[src/rtl/cmos_cap_pkg.sv]
// -----------------------------------------------------------------------------
// cmos_cap_pkg
// Shared definitions for the OV5640 DVP capture path and its VGA-side reader:
// capture FSM states, RGB565 pixel layout, word geometry and the helper that
// drops a pixel into its slot of a 64-bit DDR word.
// -----------------------------------------------------------------------------
package cmos_cap_pkg;

    typedef enum logic [1:0] {
        ST_WAIT_INIT,
        ST_SKIP,
        ST_ARM,
        ST_CAPTURE
    } cap_state_e;

    // RGB565 field layout, identical on the reader side.
    typedef struct packed {
        logic [4:0] r;  // [15:11]
        logic [5:0] g;  // [10:5]
        logic [4:0] b;  // [4:0]
    } rgb565_t;

    localparam int PIX_PER_WORD = 4;
    localparam int PIX_W        = 16;
    localparam int WORD_W       = PIX_PER_WORD * PIX_W;
    localparam int PIX_IDX_W    = 2;

    // Pixel 0 sits in the most significant slot, pixel 3 in the least, which
    // is the order the reader unpacks them.
    function automatic logic [WORD_W-1:0] place_pixel(
        input logic [WORD_W-1:0]    word,
        input rgb565_t              pix,
        input logic [PIX_IDX_W-1:0] idx
    );
        logic [WORD_W-1:0] res;
        res = word;
        case (idx)
            2'd0:    res[63:48] = pix;
            2'd1:    res[47:32] = pix;
            2'd2:    res[31:16] = pix;
            default: res[15:0]  = pix;
        endcase
        return res;
    endfunction

endpackage

[src/rtl/cmos_word_pack.sv]
// -----------------------------------------------------------------------------
// cmos_word_pack
// Pairs DVP bytes into RGB565 pixels, packs four pixels per 64-bit word and
// emits a one-cycle write strobe per word. A line end flushes a partial word
// with the missing pixels zero-filled.
//
// Ports:
//   i_clk, i_rst_n   clock, synchronous active-low reset
//   i_en             packing allowed (capture active); low discards all state
//   i_byte_vld       stage-1 href: i_data carries a valid byte
//   i_line_start     href rising edge seen at stage 1 (restart pairing)
//   i_flush          line end: write the partial word, if any
//   i_data           stage-1 DVP byte
//   o_wren, o_wdata  write strobe and packed word
// -----------------------------------------------------------------------------
module cmos_word_pack
    import cmos_cap_pkg::*;
(
    input  logic              i_clk,
    input  logic              i_rst_n,
    input  logic              i_en,
    input  logic              i_byte_vld,
    input  logic              i_line_start,
    input  logic              i_flush,
    input  logic [7:0]        i_data,
    output logic              o_wren,
    output logic [WORD_W-1:0] o_wdata
);

    logic                 r_par;     // 1: high byte of the current pixel held
    logic [PIX_IDX_W-1:0] r_pix;     // slot of the next pixel
    logic [7:0]           r_hi;
    logic [WORD_W-1:0]    r_word;    // word under construction
    logic                 r_wren;
    logic [WORD_W-1:0]    r_wdata;

    logic                 w_par;
    logic [PIX_IDX_W-1:0] w_pix;
    logic [WORD_W-1:0]    w_word;
    rgb565_t              w_pixel;
    logic [WORD_W-1:0]    w_placed;

    // A line start overrides whatever pairing state the previous line left.
    // NOTE: every always_comb output is assigned on every path, so no latch.
    always_comb begin
        w_par    = i_line_start ? 1'b0 : r_par;
        w_pix    = i_line_start ? '0   : r_pix;
        w_word   = i_line_start ? '0   : r_word;
        w_pixel  = {r_hi, i_data};
        w_placed = place_pixel(w_word, w_pixel, w_pix);
    end

    // NOTE: sequential state is updated with non-blocking assignments only.
    always_ff @(posedge i_clk) begin
        if (!i_rst_n) begin
            r_par   <= 1'b0;
            r_pix   <= '0;
            r_hi    <= '0;
            r_word  <= '0;
            r_wren  <= 1'b0;
            r_wdata <= '0;
        end else begin
            r_wren <= 1'b0;
            if (!i_en) begin
                r_par  <= 1'b0;
                r_pix  <= '0;
                r_word <= '0;
            end else if (i_flush) begin
                // A held high byte alone does not make a pixel; it is dropped.
                if (r_pix != '0 || r_par) begin
                    r_wren  <= 1'b1;
                    r_wdata <= r_word;
                end
                r_par  <= 1'b0;
                r_pix  <= '0;
                r_word <= '0;
            end else if (i_byte_vld) begin
                if (!w_par) begin
                    r_hi   <= i_data;
                    r_par  <= 1'b1;
                    r_pix  <= w_pix;
                    r_word <= w_word;
                end else begin
                    r_par <= 1'b0;
                    if (w_pix == PIX_IDX_W'(PIX_PER_WORD - 1)) begin
                        r_wren  <= 1'b1;
                        r_wdata <= w_placed;
                        r_word  <= '0;
                        r_pix   <= '0;
                    end else begin
                        r_word <= w_placed;
                        r_pix  <= w_pix + 1'b1;
                    end
                end
            end
        end
    end

    assign o_wren  = r_wren;
    assign o_wdata = r_wdata;

endmodule

[src/rtl/cmos_ddr_write.sv]
// -----------------------------------------------------------------------------
// cmos_ddr_write
// OV5640 DVP RGB565 capture in the pixel-clock domain. Registers the sensor
// inputs once, waits for DDR init, discards SKIP_FRAMES start-up frames, then
// packs each captured frame into 64-bit words for the DDR write FIFO and
// checks line/frame geometry.
//
// Ports:
//   cmos_pclk, cmos_rst_n            clock, synchronous active-low reset
//   cmos_vsync, cmos_href, cmos_data DVP inputs (vsync level per VSYNC_POL)
//   ddr_init_done                    DDR ready; low forces WAIT_INIT
//   ddr_wren, ddr_wdata              one-cycle write strobe and word
//   frame_start, frame_done          one-cycle frame pulses
//   frame_err                        sticky geometry error, cleared at frame_start
//   capturing                        high in CAPTURE
// -----------------------------------------------------------------------------
module cmos_ddr_write
    import cmos_cap_pkg::*;
#(
    parameter int H_PIX       = 1280,
    parameter int V_LINES     = 720,
    parameter int SKIP_FRAMES = 10,
    parameter bit VSYNC_POL   = 1'b1
) (
    input  logic              cmos_pclk,
    input  logic              cmos_rst_n,
    input  logic              cmos_vsync,
    input  logic              cmos_href,
    input  logic [7:0]        cmos_data,
    input  logic              ddr_init_done,
    output logic              ddr_wren,
    output logic [WORD_W-1:0] ddr_wdata,
    output logic              frame_start,
    output logic              frame_done,
    output logic              frame_err,
    output logic              capturing
);

    localparam logic [10:0] LINE_MAX = 11'h7FF;
    localparam logic [15:0] BYTE_MAX = 16'hFFFF;

    logic        r_vs1, r_vs2, r_href1, r_href2;
    logic [7:0]  r_data1;
    cap_state_e  r_state;
    logic [15:0] r_skip_cnt;
    logic [10:0] r_line_cnt;
    logic [15:0] r_byte_cnt;
    logic        r_frame_start, r_frame_done, r_done_pend, r_err;

    logic        w_vs_rise, w_vs_fall, w_href_rise, w_href_fall;
    logic        w_line_end, w_len_bad, w_pack_en;
    logic [10:0] w_lines_final;

    always_comb begin
        w_vs_rise   = (r_vs1 == VSYNC_POL) && (r_vs2 != VSYNC_POL);
        w_vs_fall   = (r_vs1 != VSYNC_POL) && (r_vs2 == VSYNC_POL);
        w_href_rise = r_href1 && !r_href2;
        w_href_fall = !r_href1 && r_href2;
        // vsync arriving with href still high ends the line as a boundary.
        w_line_end  = w_href_fall || (w_vs_rise && r_href1);
        w_len_bad   = (w_href_fall && r_byte_cnt != 16'(2 * H_PIX)) ||
                      (w_vs_rise && r_href1);
        w_lines_final = (w_href_fall && r_line_cnt != LINE_MAX) ?
                        r_line_cnt + 11'd1 : r_line_cnt;
        w_pack_en   = (r_state == ST_CAPTURE) && ddr_init_done;
    end

    always_ff @(posedge cmos_pclk) begin
        if (!cmos_rst_n) begin
            r_vs1         <= ~VSYNC_POL;
            r_vs2         <= ~VSYNC_POL;
            r_href1       <= 1'b0;
            r_href2       <= 1'b0;
            r_data1       <= '0;
            r_state       <= ST_WAIT_INIT;
            r_skip_cnt    <= '0;
            r_line_cnt    <= '0;
            r_byte_cnt    <= '0;
            r_frame_start <= 1'b0;
            r_frame_done  <= 1'b0;
            r_done_pend   <= 1'b0;
            r_err         <= 1'b0;
        end else begin
            r_vs1         <= cmos_vsync;
            r_href1       <= cmos_href;
            r_data1       <= cmos_data;
            r_vs2         <= r_vs1;
            r_href2       <= r_href1;
            r_frame_start <= 1'b0;
            r_frame_done  <= r_done_pend;
            r_done_pend   <= 1'b0;

            if (!ddr_init_done) begin
                r_state      <= ST_WAIT_INIT;
                r_skip_cnt   <= '0;
                r_frame_done <= 1'b0;
            end else begin
                case (r_state)
                    ST_WAIT_INIT: begin
                        r_skip_cnt <= '0;
                        r_state    <= (SKIP_FRAMES == 0) ? ST_ARM : ST_SKIP;
                    end
                    ST_SKIP: begin
                        if (w_vs_fall) begin
                            if (r_skip_cnt == 16'(SKIP_FRAMES - 1))
                                r_state <= ST_ARM;
                            else
                                r_skip_cnt <= r_skip_cnt + 16'd1;
                        end
                    end
                    ST_ARM: begin
                        // Holding off while a frame_done is pending keeps the
                        // two pulses in separate cycles.
                        if (w_vs_fall && !r_done_pend) begin
                            r_state       <= ST_CAPTURE;
                            r_frame_start <= 1'b1;
                            r_err         <= 1'b0;
                            r_line_cnt    <= '0;
                            r_byte_cnt    <= '0;
                        end
                    end
                    ST_CAPTURE: begin
                        if (r_href1)
                            r_byte_cnt <= w_href_rise ? 16'd1 :
                                          (r_byte_cnt == BYTE_MAX) ? BYTE_MAX :
                                          r_byte_cnt + 16'd1;
                        r_line_cnt <= w_lines_final;
                        if (w_len_bad)
                            r_err <= 1'b1;
                        if (w_vs_rise) begin
                            r_state <= ST_ARM;
                            if (w_lines_final != 11'(V_LINES))
                                r_err <= 1'b1;
                            // A flush strobe may go out this cycle; frame_done
                            // follows it one cycle later.
                            if (w_line_end)
                                r_done_pend <= 1'b1;
                            else
                                r_frame_done <= 1'b1;
                        end
                    end
                    default: r_state <= ST_WAIT_INIT;
                endcase
            end
        end
    end

    cmos_word_pack u_pack (
        .i_clk        (cmos_pclk),
        .i_rst_n      (cmos_rst_n),
        .i_en         (w_pack_en),
        .i_byte_vld   (r_href1),
        .i_line_start (w_href_rise),
        .i_flush      (w_line_end),
        .i_data       (r_data1),
        .o_wren       (ddr_wren),
        .o_wdata      (ddr_wdata)
    );

    assign frame_start = r_frame_start;
    assign frame_done  = r_frame_done;
    assign frame_err   = r_err;
    assign capturing   = (r_state == ST_CAPTURE);

endmodule

[config.mk]
export PLATFORM = sky130hd
export DESIGN_NAME = cmos_ddr_write
export DESIGN_NICKNAME = d
export VERILOG_FILES = /design/src/rtl/cmos_cap_pkg.sv /design/src/rtl/cmos_word_pack.sv /design/src/rtl/cmos_ddr_write.sv
export SDC_FILE = /design/constraint.sdc
export NUM_CORES = 1
export LEC_CHECK = 0
export ABC_AREA = 1
export CORE_MARGIN = 3
export CORE_UTILIZATION = 49
export DETAILED_ROUTE_END_ITERATION = 8
export PLACE_DENSITY = 0.69
export REMOVE_ABC_BUFFERS = 1
export SLEW_MARGIN = 0
export SYNTH_ARGS = -nofsm -noshare
export SYNTH_HDL_FRONTEND = slang
export SYNTH_SLANG_ARGS = --single-unit
[constraint.sdc]
create_clock -name cmos_pclk -period 3.4 [get_ports cmos_pclk]
set_input_delay 0.68 -clock cmos_pclk [delete_from_list [all_inputs] [get_ports cmos_pclk]]
set_output_delay 0.68 -clock cmos_pclk [all_outputs]
set_load 0.01 [all_outputs]
==> metrics <==
peak supply drop 0.309 mV; Worst-Margin Slew 1.11 ns; RR Startpoint r_href1; Max Clk Rate 0.397 GHz; Syn Area/Cell 6.99 sq um; WP buf/inv 8; initial antenna violation count 0; PD cells 451 nW/um^2; cells after synthesis 1346; Clock Latency Late Sink 0.51 ns; post_cts resized 0; RSZ-0062 raised after global routing false; most common cell in the synthesized netlist nand2_1; row cnt 50; H-tree depth 1; fill cell count 1824; leakage power 3.71 nW; slowest CP cell dfxtp_1; area grow syn2layout 17.2%; share of layout cells above drive strength 1 5.92%; fin worst setup slack 0.882 ns; Area contributors post-synth dfxtp_1 (43%), nand2_1 (14%), a21oi_1 (9.4%); total CTS buffers 22; Tot Pwr 4.97 mW; sequential element share of the synthesized area 42.8%; top_reg_cell synth dfxtp_1; post-synth top area cell dfxtp_1; nets 1409; worst path cell trace inv_4, nor2_2, inv_2, nand2_1, inv_1, ha_1, inv_1, buf_4, nor2_1, inv_1, o21ai_2, inv_2, nor2_4, buf_4, o21ai_0, a31oi_1; DR vias/cell 5.60; reg2reg path depth 16; hold_buf cts 0; CTS max path bufs 3; Overflow after GRT 0; global-route wire length before repair 40.6 mm; # clock sinks 201; placed instance area 10300 sq um; asr flop ratio synth 0%; CP endpoint u_pack.o_wdata[0]; core area 18800 sq um; hold crit path type register to register; dpl hpwl 15.4 mm; register-to-register setup slack 0.88 ns; Setup crit start kind register; Die Area 20900 sq um; root buffer cell clkbuf_16; crit-path most repeated cell inv_1; Crit. End Element register; Ant. Diodes 0; Arr. time, crit path 2.89 ns; total track usage 23.4%; Post-synth EDFFs 0; drt initial violations 683; pins over their slew limit 0; Levels on crit path 16; CTS clock-pin slew for the worst setup and hold paths 0.06 ns; Port Buffers 81; Final GP Congestion 0.910; Max Cap Viol 0; share of the synthesized area in the top cell type 42.8%; Routed Antenna Nets 0; Unique masters post-synth 38; final hold vios 0; synth warn 0; vias in the first global route 8392; cell family with most CP delay buffers and inverters; largest net degree at the start of global routing 89; Seq cells post-synth 201; crit-path max cell delay 0.37 ns; Setup CP Type register to register; Die Width 145 um; footprint of the multi-input gates 4590 sq um; initial core utilization 50.1%; Crit path required time 3.77 ns; Routed WL 24.7 mm; status completed; Tmin final 2.52 ns; Slew headroom 25.4%; Worst Setup SP r_href1; dpl ws 0.807 ns; top cells by count, synth nand2_1 (343), dfxtp_1 (201), a21oi_1 (177), o21ai_0 (112), inv_1 (92); reg2reg end u_pack.o_wdata[0]; via count 9163; Post-CTS Setup Bufs 0; Netlist Area Pre-Place 9410 sq um; Final period util 74.1%; CP Max Fanout 40; Design Area, Final 11000 sq um; post-route clock skew 0.0141 ns; die height 145 um; post-DR wirelength/cell 15.1 um; 1st-pass router iterations 5; io pins 82; CTS tree yes; DR DRC count 0; Reg area 4020 sq um; final setup violation count 0
[power by group]
part	internal, mW	switching [mW]	total (mW)
Clock	1.45	0.970	2.42
Sequential	2.36	0.00873	2.37
Combinational	0.0400	0.133	0.173
Total	3.86	1.11	4.97
[state kept, by name (all words and copies together), names as in the netlist, 2 cells and up]
signal	cells
r_byte_cnt	16
r_state	2
u_pack.r_hi	8
u_pack.r_word	64
u_pack.r_pix	2
u_pack.o_wdata	64
r_skip_cnt	16
r_data1	8
r_line_cnt	11
[placed cells by master (no fill, tap or decap), drive strengths merged]
cell and instances:
bufinv 2, xor2 11, o211a 1, nand4 8
a31oi 66, nor3 16, o31ai 1, nand3 57
a211oi 3, o32ai 2, nand2 347, clkinv 11
buf 23, clkdlybuf4s50 80, inv 99, a21oi 177
ha 9, clkinvlp 1, nor4 7, dfxtp 201
o21a 1, or2 1, o21ai 170, nor2 71
xnor2 3, clkbuf 29, nor3b 2, o311ai 1
nand3b 3
[cells by family after synthesis]
logic type	Yosys count	synth area share, %
adders and majority gates	9	1.20
buffers and inverters	188	8.46
AOI/OAI and AO/OA	422	23.7
and+or+nand+nor	512	22.6
xor gates and xnor gates	14	1.30
DFF	201	42.8
[per-stage QoR]
| stage | TNS [ns] | hold WS (ns) | util [%] | instances |
|---|---|---|---|---|
| 2_1_floorplan | -157.34 | 0.419 | - | 1260 |
| 3_3_place_gp | 0 | 0.440 | 54.8 | 1597 |
| 3_5_place_dp | 0 | 0.447 | 54.8 | 1597 |
| 4_1_cts | 0 | 0.457 | 58.7 | 1637 |
| 5_1_grt | 0 | 0.472 | 58.7 | 1637 |
| 6_report | 0 | 0.455 | 58.7 | 1637 |
[worst min-delay path by stage]
stage              start   endpoint  depth (start not counted)
2_1_floorplan      r_vs1      r_vs2                          2
3_3_place_gp   frame_err  frame_err                          2
3_5_place_dp   frame_err  frame_err                          2
4_1_cts        frame_err  frame_err                          2
5_1_grt        frame_err  frame_err                          2
6_report       frame_err  frame_err                          2
[tightest hold or removal path: stages, from the launching register on]
cell and delay [ns]:
dfxtp_1 0.31, inv_1 0.05, a21oi_1 0.05
[layer usage]
layer,vias up,track usage (%),part of all wire (%)
met2,281,40.4,48
met4,0,6.77,2.8
met1,4221,30.7,45
met3,48,2.81,5.0
li1,4613,-,-
met5,-,0,0
[cell type report]
| class | instances | area share (%) |
|---|---|---|
| repair buffers | 103 | 8.92 |
| clock buffers | 29 | 5.69 |
| multi-input cells | 957 | 41.7 |
| flip-flops and latches | 201 | 36.5 |
| clock inverters | 11 | 1.08 |
| well taps | 234 | 2.66 |
| inverters | 102 | 3.50 |
Note: power is estimated with default switching activity, not from simulation.
